===== src/rtl/regfile_write_arbiter.sv =====
// Two-requester round-robin arbiter sharing one register-file write port, with a small FIFO per requester.
// Optional macro REGFILE_ZERO_REG_EN suppresses the write strobe for entries addressed to register 0.
module regfile_write_arbiter #(
    parameter int ADDR_W     = 5,
    parameter int DATA_W     = 32,
    parameter int FIFO_DEPTH = 2
) (
    input  logic              clk,
    input  logic              reset,
    input  logic              req0_valid,
    input  logic [ADDR_W-1:0] req0_addr,
    input  logic [DATA_W-1:0] req0_data,
    output logic              req0_ready,
    input  logic              req1_valid,
    input  logic [ADDR_W-1:0] req1_addr,
    input  logic [DATA_W-1:0] req1_data,
    output logic              req1_ready,
    output logic              RegWrite,
    output logic [ADDR_W-1:0] writeaddr,
    output logic [DATA_W-1:0] writedata,
    output logic              grant_id,
    output logic              busy
);

    localparam int PTR_W = $clog2(FIFO_DEPTH);
    localparam int CNT_W = PTR_W + 1;

    logic [1:0]        in_valid;
    logic [1:0]        in_ready;
    logic [1:0]        push;
    logic [1:0]        pop;
    logic [1:0]        elig;
    logic [ADDR_W-1:0] in_addr   [2];
    logic [DATA_W-1:0] in_data   [2];
    logic [ADDR_W-1:0] head_addr [2];
    logic [DATA_W-1:0] head_data [2];

    logic              grant_any;
    logic              grant_sel;
    logic              last_grant_reg;

    assign in_valid   = {req1_valid, req0_valid};
    assign in_addr[0] = req0_addr;
    assign in_addr[1] = req1_addr;
    assign in_data[0] = req0_data;
    assign in_data[1] = req1_data;
    assign req0_ready = in_ready[0];
    assign req1_ready = in_ready[1];

    genvar gi;
    generate
        for (gi = 0; gi < 2; gi++) begin : g_fifo
            logic [ADDR_W-1:0] addr_mem [FIFO_DEPTH];
            logic [DATA_W-1:0] data_mem [FIFO_DEPTH];
            logic [PTR_W-1:0]  wr_ptr_reg;
            logic [PTR_W-1:0]  rd_ptr_reg;
            logic [CNT_W-1:0]  cnt_reg;

            // Readiness looks at the count only, so a full FIFO never passes through in the pop cycle.
            assign in_ready[gi]  = (cnt_reg < CNT_W'(FIFO_DEPTH)) && !reset;
            assign push[gi]      = in_valid[gi] && in_ready[gi];
            assign elig[gi]      = (cnt_reg != '0);
            assign head_addr[gi] = addr_mem[rd_ptr_reg];
            assign head_data[gi] = data_mem[rd_ptr_reg];

            always_ff @(posedge clk) begin
                if (push[gi]) begin
                    addr_mem[wr_ptr_reg] <= in_addr[gi];
                    data_mem[wr_ptr_reg] <= in_data[gi];
                end
            end

            always_ff @(posedge clk or posedge reset) begin
                if (reset) begin
                    wr_ptr_reg <= '0;
                    rd_ptr_reg <= '0;
                    cnt_reg    <= '0;
                end else begin
                    if (push[gi]) begin
                        wr_ptr_reg <= wr_ptr_reg + 1'b1;
                    end
                    if (pop[gi]) begin
                        rd_ptr_reg <= rd_ptr_reg + 1'b1;
                    end
                    cnt_reg <= cnt_reg + CNT_W'(push[gi]) - CNT_W'(pop[gi]);
                end
            end
        end
    endgenerate

    // On a tie the requester that did not win last time gets the port.
    always_comb begin
        grant_any = |elig;
        grant_sel = 1'b0;
        if (elig[0] && elig[1]) begin
            grant_sel = ~last_grant_reg;
        end else if (elig[1]) begin
            grant_sel = 1'b1;
        end
    end

    assign pop = {grant_any & grant_sel, grant_any & ~grant_sel};

    always_ff @(posedge clk or posedge reset) begin
        if (reset) begin
            RegWrite       <= 1'b0;
            writeaddr      <= '0;
            writedata      <= '0;
            grant_id       <= 1'b0;
            last_grant_reg <= 1'b1;
        end else if (grant_any) begin
`ifdef REGFILE_ZERO_REG_EN
            RegWrite       <= (head_addr[grant_sel] != '0);
`else
            RegWrite       <= 1'b1;
`endif
            writeaddr      <= head_addr[grant_sel];
            writedata      <= head_data[grant_sel];
            grant_id       <= grant_sel;
            last_grant_reg <= grant_sel;
        end else begin
            RegWrite <= 1'b0;
        end
    end

    assign busy = elig[0] || elig[1] || RegWrite;

endmodule


===== config.mk =====
export PLATFORM = sky130hd
export DESIGN_NAME = regfile_write_arbiter
export DESIGN_NICKNAME = d
export VERILOG_FILES = /design/src/rtl/regfile_write_arbiter.sv
export SDC_FILE = /design/constraint.sdc
export NUM_CORES = 1
export LEC_CHECK = 0
export CAP_MARGIN = 10
export CORE_MARGIN = 2
export CORE_UTILIZATION = 55
export CTS_CLUSTER_DIAMETER = 60
export DETAILED_ROUTE_END_ITERATION = 8
export DONT_BUFFER_PORTS = 1
export HOLD_SLACK_MARGIN = 0.08
export PLACE_DENSITY = 0.76
export SYNTH_ARGS = -nofsm -noshare
export SYNTH_HDL_FRONTEND = slang
export SYNTH_SLANG_ARGS = --single-unit

===== constraint.sdc =====
create_clock -name clk -period 5 [get_ports clk]
set_input_delay 0.5 -clock clk [delete_from_list [all_inputs] [get_ports clk]]
set_output_delay 0.5 -clock clk [all_outputs]
set_load 0.005 [all_outputs]

==> results.toml, run 1 <==
[synthesis]
syn_area_um2 = 7390
yosys.area_share.adder = 0.00677
synth-simple-area-share = 0.0291
yosys.area_share.xor_xnor = 0.00948
syn-num-nets = 504
yosysUniqueCellTypes = 26
yosys_most_used_dff = "edfxtp_1"
async_reset_ff_frac = 0.245
syn_inst = 422
synth.area.mux_share = 0.104
synth_warnings = 0
synth_compound_area_frac = 0.0658
seq_area_frac_synth = 0.764
synth-seq-cells = 196
syn_area_per_cell_um2 = 17.5
synth_edf_count = 148
synth_top_family_by_area = "multiplexers"

[final_layout]
top_regs = "g_fifo.data_mem (128), writedata (32), g_fifo.addr_mem (20)"
synthToLayoutAreaGrowth_pct = 10.5
diodes = 0
largest_reg_flops = 128
design_area_um2 = 8170
drive_above_1_share = 0.151
final_nets = 505
regMostFlops = "g_fifo.data_mem"

[timing]
setup_tns_ns = 0
slew_headroom = 0.239
finalHoldViolCount = 0
maxSlewViolCount = 0
setup_viol = 0
rsz0062_at_grt = "no"
fin_crit_sh = 0.572
fmax_mhz = 350
period_minus_slack_ns = 2.86
fin_skew_ns = 0.0176
worst_slew_pin_slew_ns = 1.14

[drt]
drc = 0
vias_per_cell = 5.92
wl_um = 13300
wl_per_cell_um = 21.7
dr_total_vias = 3625
ant_nets = 0
drt_pass1_iterations = 5
first_iter_violations = 260

[setup_path]
cpPeakStageDelay_ns = 0.70
worstPathRequired_ns = 5.31
crit_family = "compound AO/OA/AOI/OAI gates"
worstReg2RegStart = "g_fifo[1].cnt_reg[1]"
crit_slowest_cell = "a21o_1"
crit_chain = "or2_2, a21o_1, inv_1, ha_1, inv_1, ha_1, xnor2_1, xnor2_1"
worst_ep_arrival_time_ns = 3.17
end_kind = "flip-flop"
path_buf_inv = 2
reg2reg_slack_ns = 2.14
reg2reg_to = "g_fifo[0].cnt_reg[1]"
critical_path_class = "reg2reg"
r2r_cells = 8
critPathMaxFanout = 39
cp-start-kind = "flip-flop"

[floorplan]
core_um2 = 13200
die_x_um = 120
die_h_um = 120
start_util = 0.561
ios = 120
dieArea_um2 = 14400
row_count = 42

[cts]
clock_latency_ns = 0.43
cts_resized = 0
numCtsBuffers = 17
clkTransAtPathRegs_ns = 0.07
htreeDepth = 4
root_buffer = "clkbuf_16"
numClockSinks = 196
cts_tree = "done"
clockBufferDepth = 2

[global_route]
antenna_found_initial = 0
grt_max_degree = 49
grt_pass1_vias = 3749
grtUsageTotal = 0.192
grt_overflow = 0
grt_pass1_wl_um = 20300

[placed_design]
dpl_cell_area_um2 = 7550
dp.final_hpwl_um = 8080
gp_congestion = 0.704
port_buffers = 0

[hold_path]
holdPathEnd = "g_fifo[1].data_mem[1][6]"
hold_depth = 0
min_from = "req1_data[6]"
hp-class = "in2reg"

[status]
status = "finished, final reports clean"

[power]
p_per_area_nw_per_um2 = 600
vdd_ir_drop_max_uv = 388
p_leak_nw = 2.92

[job]
maxCapViolations = 0
cells in the final DEF (no fill, tap or decap), types with 2 or more instances in the layout:
master / Yosys / routed
edfxtp_1: 148 / 148
inv_1: 8 / 7
nor2_1: 4 / 2
inv_2: 2 / 3
clkinv_2: 0 / 2
mux2i_1: 53 / 53
clkbuf_16: 0 / 17
a32oi_1: 21 / 21
o221a_1: 15 / 15
o21ai_0: 21 / 21
nor2_4: 0 / 2
clkinvlp_4: 0 / 5
dfrtp_2: 0 / 2
clkbuf_1: 2 / 5
nand3_1: 15 / 15
ha_1: 4 / 4
dfrtp_1: 47 / 45
and3_2: 0 / 2
bufinv_16: 0 / 2
xnor2_1: 8 / 8
nand2_1: 21 / 21
mux2_2: 21 / 21
buf_4: 1 / 3
worst max path at each step:
stage	from	endpoint	cells past startpoint
after floorplan	reset	g_fifo[1].addr_mem[0][0]	3
after global placement	g_fifo[1].cnt_reg[1]	g_fifo[0].cnt_reg[1]	8
after detailed placement	g_fifo[1].cnt_reg[1]	g_fifo[0].cnt_reg[1]	8
after CTS	g_fifo[1].cnt_reg[1]	g_fifo[0].cnt_reg[1]	8
after global routing	g_fifo[1].cnt_reg[1]	g_fifo[0].cnt_reg[1]	8
final	g_fifo[1].cnt_reg[1]	g_fifo[0].cnt_reg[1]	8
kinds of logic (layout without fill, tap and decap cells):
group	Yosys count	count (layout)
flip-flops	196	196
multiplexers	74	74
AO/OA/AOI/OAI	61	61
AND/OR/NAND/NOR	45	45
buffers and inverters	34	48
XOR/XNOR	8	8
adder cells (fa/ha/maj)	4	4
what timing repair did:
| action | CTS | global route |
|---|---|---|
| hold buffers | 0 | 1 |
| buffers inserted | 0 | 0 |
| endpoints found under the hold margin | 0 | 18 |
final cells by class:
| type | instances | area (um^2) |
|---|---|---|
| Clock inverter | 9 | 108 |
| Timing Repair Buffer | 6 | 80.1 |
| Sequential cell | 196 | 5650 |
| Inverter | 10 | 37.5 |
| Fill cell | 942 | 5020 |
| Clock buffer | 23 | 458 |
| Tap cell | 176 | 220 |
| Multi-Input combinational cell | 192 | 1620 |
stage by stage:
stage               hold WS [ns]  setup slack, ns  cells  power (W)   util
floorplan                  0.461             2.20    422    0.00333      -
global placement           0.510             2.25    577    0.00357  0.572
detailed placement         0.525             2.13    577    0.00365  0.572
CTS                        0.151             2.10    609    0.00494  0.615
global route               0.148             1.89    612    0.00516  0.619
finish                     0.162             2.14    612    0.00490  0.619
cell usage after synthesis (all sizes together) (2+ instances only):
| cell type | instances | area (um^2) |
|---|---|---|
| xnor2 | 8 | 70.1 |
| clkbuf | 2 | 7.51 |
| dfrtp | 47 | 1180 |
| nand2 | 21 | 78.8 |
| nand3 | 15 | 75.1 |
| mux2i | 53 | 531 |
| edfxtp | 148 | 4440 |
| mux2 | 21 | 236 |
| ha | 4 | 50.1 |
| nor2 | 4 | 15.0 |
| o221a | 15 | 169 |
| inv | 10 | 37.5 |
| and3 | 2 | 12.5 |
| a32oi | 21 | 184 |
| o21ai | 22 | 110 |
| buf | 22 | 113 |
report_power, final:
part | internal (W) | total (W) | switching (W)
Sequential | 0.00211 | 0.00241 | 0.000294
Combinational | 0.000531 | 0.00120 | 0.000667
Clock | 0.000748 | 0.00129 | 0.000546
Total | 0.00339 | 0.00490 | 0.00151
layer usage:
layer  vias up  track usage  share of wire
li1       1646            -              -
met1      1833        0.238           0.39
met2       129        0.311           0.51
met3        17       0.0689          0.084
met4         0       0.0728          0.015
met5         -            0              0
No activity file was read; power rests on OpenSTA's default activity.
==> run 2: changes to the inputs <==
- PLACE_DENSITY: 0.76 -> 0.79
- clock period: 5 -> 2.5 ns (I/O delays scaled with it)
==> results.toml, run 2 (synthesis gave the netlist of run 1 again) <==
[final_layout]
layout_common_cells = "edfxtp_1, dlygate4sd3_1, mux2i_1"
design_area_um2 = 9050
synthToLayoutAreaGrowth_pct = 22.4
top_regs = "g_fifo.data_mem (128), writedata (32), g_fifo.addr_mem (20)"
diodes = 0
layout_commonest_cell = "edfxtp_1"
final_nets = 594
largest_reg_flops = 128
regMostFlops = "g_fifo.data_mem"
num-fill-cells = 870
drive_above_1_share = 0.152

[timing]
fin_skew_ns = 0.0124
worst_slew_pin_slew_ns = 0.738
fin_crit_sh = 0.861
slew_headroom = 0.507
finalHoldViolCount = 0
period_minus_slack_ns = 2.15
maxSlewViolCount = 0
fmax_mhz = 465
rsz0062_at_grt = "no"
setup_viol = 0
fin_hold_ws_ns = 0.181
setup_tns_ns = 0

[cts]
postCtsSetupRepairBufs = 0
root_buffer = "clkbuf_16"
cts_resized = 0
cts_tree = "done"
htreeDepth = 4
clkTransAtPathRegs_ns = 0.06
numClockSinks = 196
ctsHoldBuffers = 77
clockBufferDepth = 2
numCtsBuffers = 17
clock_latency_ns = 0.43

[setup_path]
crit_chain = "or2_2, nand2_1, inv_2, ha_1, inv_1, ha_1, xnor2_1, xnor2_1"
path_buf_inv = 2
crit_slowest_cell = "dfrtp_1"
worstPathRequired_ns = 2.84
end_kind = "flip-flop"
reg2reg_to = "g_fifo[1].cnt_reg[1]"
reg2reg_slack_ns = 0.35
cp-start-kind = "flip-flop"
r2r_cells = 8
startpoint = "g_fifo[1].cnt_reg[1]"
critical_path_class = "reg2reg"
worst_ep_arrival_time_ns = 2.49
critPathMaxFanout = 16
cpPeakStageDelay_ns = 0.44
crit_family = "simple AND/OR/NAND/NOR gates"
worstReg2RegStart = "g_fifo[1].cnt_reg[1]"

[global_route]
antenna_found_initial = 0
grt_overflow = 0
grt_max_degree = 38
grt_pass1_vias = 4299
grt_pass1_wl_um = 23100
grtUsageTotal = 0.220

[floorplan]
die_x_um = 120
die_h_um = 120
start_util = 0.561
core_um2 = 13200
row_count = 42
dieArea_um2 = 14400
ios = 120

[power]
vdd_ir_drop_max_uv = 611
p_leak_nw = 3.33
power_w = 0.0103
p_per_area_nw_per_um2 = 1140

[placed_design]
dpl_cell_area_um2 = 7670
gp_congestion = 0.738
dp.final_hpwl_um = 9220
port_buffers = 0

[drt]
ant_nets = 0
drc = 0
dr_total_vias = 4028
vias_per_cell = 5.75
drt_pass1_iterations = 4
first_iter_violations = 364
wl_per_cell_um = 21.4
wl_um = 15000

[status]
status = "finished, final reports clean"

[hold_path]
hold_depth = 3
min_from = "reset"
hp-class = "in2reg"
holdPathEnd = "g_fifo[1].wr_ptr_reg"

[job]
maxCapViolations = 0
## run 2: cell count changes in the layout (fill, tap and decap cells not counted), sizes merged
cell / before / now
clkbuf: 23 / 21
clkinvlp: 5 / 2
bufinv: 2 / 4
clkinv: 2 / 5
dlygate4sd3: 1 / 77
buf: 5 / 18
## run 2: metrics by stage
step                       util  worst slack, ns  std cells
after global routing      0.686            0.198        701
after detailed placement  0.582            0.369        592
after floorplan               -            0.369        422
final                     0.686            0.348        701
after global placement    0.582            0.467        592
after CTS                 0.686            0.361        701
## run 2: tightest hold or removal path, delay by kind of cell
family / cells / cell delay (ns)
xor gates and xnor gates: 1 / 0.08
and+or+nand+nor: 2 / 0.24
## run 2: how the worst max path moves through the flow
stage / to / cells past startpoint
6_report: g_fifo[1].cnt_reg[1] / 8
5_1_grt: g_fifo[1].cnt_reg[1] / 8
3_3_place_gp: g_fifo[1].cnt_reg[1] / 8
4_1_cts: g_fifo[1].cnt_reg[1] / 8
2_1_floorplan: g_fifo[0].addr_mem[0][0] / 3
3_5_place_dp: g_fifo[1].cnt_reg[1] / 8
## run 2: per-layer routing
metal / vias up / share of wire / GRT usage
li1: 1824 / - / -
met1: 2045 / 0.38 / 0.257
met2: 143 / 0.53 / 0.375
met3: 16 / 0.069 / 0.0637
met4: 0 / 0.016 / 0.107
met5: - / 0 / 0
## run 2: area by class of cell
class | instances | area, um^2 | share of cell area
Inverter | 10 | 37.5 | 0.00415
Multi-Input combinational cell | 192 | 1620 | 0.179
Sequential cell | 196 | 5650 | 0.624
Tap cell | 176 | 220 | 0.0243
Clock inverter | 11 | 159 | 0.0176
Clock buffer | 21 | 450 | 0.0498
Timing Repair Buffer | 95 | 918 | 0.101
## run 2: power breakdown
| group | switching, W | internal (W) | total [W] |
|---|---|---|---|
| Combinational | 0.00141 | 0.00122 | 0.00263 |
| Clock | 0.00112 | 0.00169 | 0.00281 |
| Sequential | 0.000625 | 0.00422 | 0.00484 |
| Total | 0.00316 | 0.00713 | 0.0103 |
==> run 3: changes to the inputs <==
- CORE_MARGIN: 2 -> 10
==> results.toml, run 3 (synthesis gave the netlist of run 1 again) <==
[status]
status = "finished, final reports clean"

[final_layout]
drive_above_1_share = 0.148
largest_reg_flops = 128
final_nets = 590
design_area_um2 = 9000
top_regs = "g_fifo.data_mem (128), writedata (32), g_fifo.addr_mem (20)"
num-fill-cells = 856
post-route-util = 0.682
regMostFlops = "g_fifo.data_mem"
layout_common_cells = "edfxtp_1, dlygate4sd3_1, mux2i_1"
layout_commonest_cell = "edfxtp_1"
synthToLayoutAreaGrowth_pct = 21.7

[job]
maxCapViolations = 0

[cts]
postCtsSetupRepairBufs = 0
clkTransAtPathRegs_ns = 0.06
root_buffer = "clkbuf_16"
clock_latency_ns = 0.43
htreeDepth = 4
numClockSinks = 196
cts_tree = "done"
clockBufferDepth = 2
cts_resized = 0
numCtsBuffers = 17
ctsHoldBuffers = 76

[global_route]
grt_overflow = 0
grt_max_degree = 41
grtUsageTotal = 0.176
grt_pass1_vias = 4300
grt_pass1_wl_um = 24500
antenna_found_initial = 0

[setup_path]
crit_chain = "nor4_4, buf_4, nand2b_1"
path_buf_inv = 1
crit_family = "simple AND/OR/NAND/NOR gates"
end_kind = "primary output"
crit_slowest_cell = "dfrtp_1"
cpPeakStageDelay_ns = 0.48
worst_ep_arrival_time_ns = 1.77
critPathMaxFanout = 25
critical_path_class = "reg2out"
worstPathRequired_ns = 2.25
cp-start-kind = "flip-flop"

[placed_design]
port_buffers = 0
dpl_cell_area_um2 = 7660
dp.final_hpwl_um = 10100
gp_congestion = 0.763
preCtsSetupSlack_ns = 0.480

[timing]
setup_tns_ns = 0
worst_slew_pin_slew_ns = 0.922
slew_headroom = 0.385
fmax_mhz = 494
fin_crit_sh = 0.809
period_minus_slack_ns = 2.02
setup_ws_ns = 0.477
maxSlewViolCount = 0
setup_viol = 0
finalHoldViolCount = 0
rsz0062_at_grt = "no"
fin_skew_ns = 0.0110

[floorplan]
ios = 120
die_x_um = 136
dieArea_um2 = 18500
core_um2 = 13200
start_util = 0.561
row_count = 42
die_h_um = 136

[drt]
vias_per_cell = 5.69
first_iter_violations = 317
drt_pass1_iterations = 5
wl_um = 15700
dr_total_vias = 3969
drc = 0
wl_per_cell_um = 22.6
ant_nets = 0

[power]
p_sw_w = 0.00317
clock_power_share = 0.260
power_frac_seq = 0.482
p_sw_frac = 0.313
p_leak_nw = 3.29
vdd_ir_drop_max_uv = 549
p_comb_frac = 0.257
intPower_w = 0.00696
p_per_area_nw_per_um2 = 1120

[hold_path]
hp-class = "in2reg"
## run 3: layer usage
metal / global-route usage / wire (um) / vias up / part of all wire
met5: 0 / 0 / - / 0
met4: 0.0710 / 197 / 0 / 0.013
met2: 0.289 / 8220 / 117 / 0.52
met1: 0.214 / 6300 / 2013 / 0.40
met3: 0.0520 / 1040 / 16 / 0.066
li1: - / - / 1823 / -
## run 3: final cells by class
cell class	instances	area (um^2)	area share
diodes	1	2.50	0.000278
repair buffers	91	898	0.0998
clock buffers	22	465	0.0517
multi-input cells	192	1620	0.180
flip-flops and latches	196	5650	0.628
inverters	10	37.5	0.00417
well taps	176	220	0.0245
clock inverters	10	110	0.0122
## run 3: worst paths after layout
| path | startpoint | to | slack (ns) | cells past startpoint |
|---|---|---|---|---|
| worst max-delay path | g_fifo[0].cnt_reg[1] | busy | 0.48 | 3 |
| worst min-delay path | req0_valid | g_fifo[0].wr_ptr_reg | 0.11 | 2 |
| worst max register to register | g_fifo[1].cnt_reg[1] | g_fifo[1].cnt_reg[1] | 0.48 | 8 |
| worst min register to register | g_fifo[0].data_mem[0][21] | writedata[21] | 0.53 | 2 |
| max in group asynchronous | reset | g_fifo[1].rd_ptr_reg | 1.28 | 3 |
| min in group asynchronous | reset | writedata[22] | 0.51 | 2 |
## run 3: power groups by stage
stage / clock network, W / logic, W / registers, W
finish: 0.00263 / 0.00261 / 0.00488
global placement: 0 / 0.00236 / 0.00492
detailed placement: 0 / 0.00249 / 0.00496
floorplan: 0 / 0.00209 / 0.00457
CTS: 0.00267 / 0.00263 / 0.00489
global route: 0.00280 / 0.00289 / 0.00495
## run 3: through the flow
step,hold slack (ns),power [W],instances
3_5_place_dp,0.349,0.00745,589
5_1_grt,0.125,0.0106,697
2_1_floorplan,0.349,0.00666,422
4_1_cts,0.0819,0.0102,697
6_report,0.114,0.0101,698
3_3_place_gp,0.344,0.00728,589
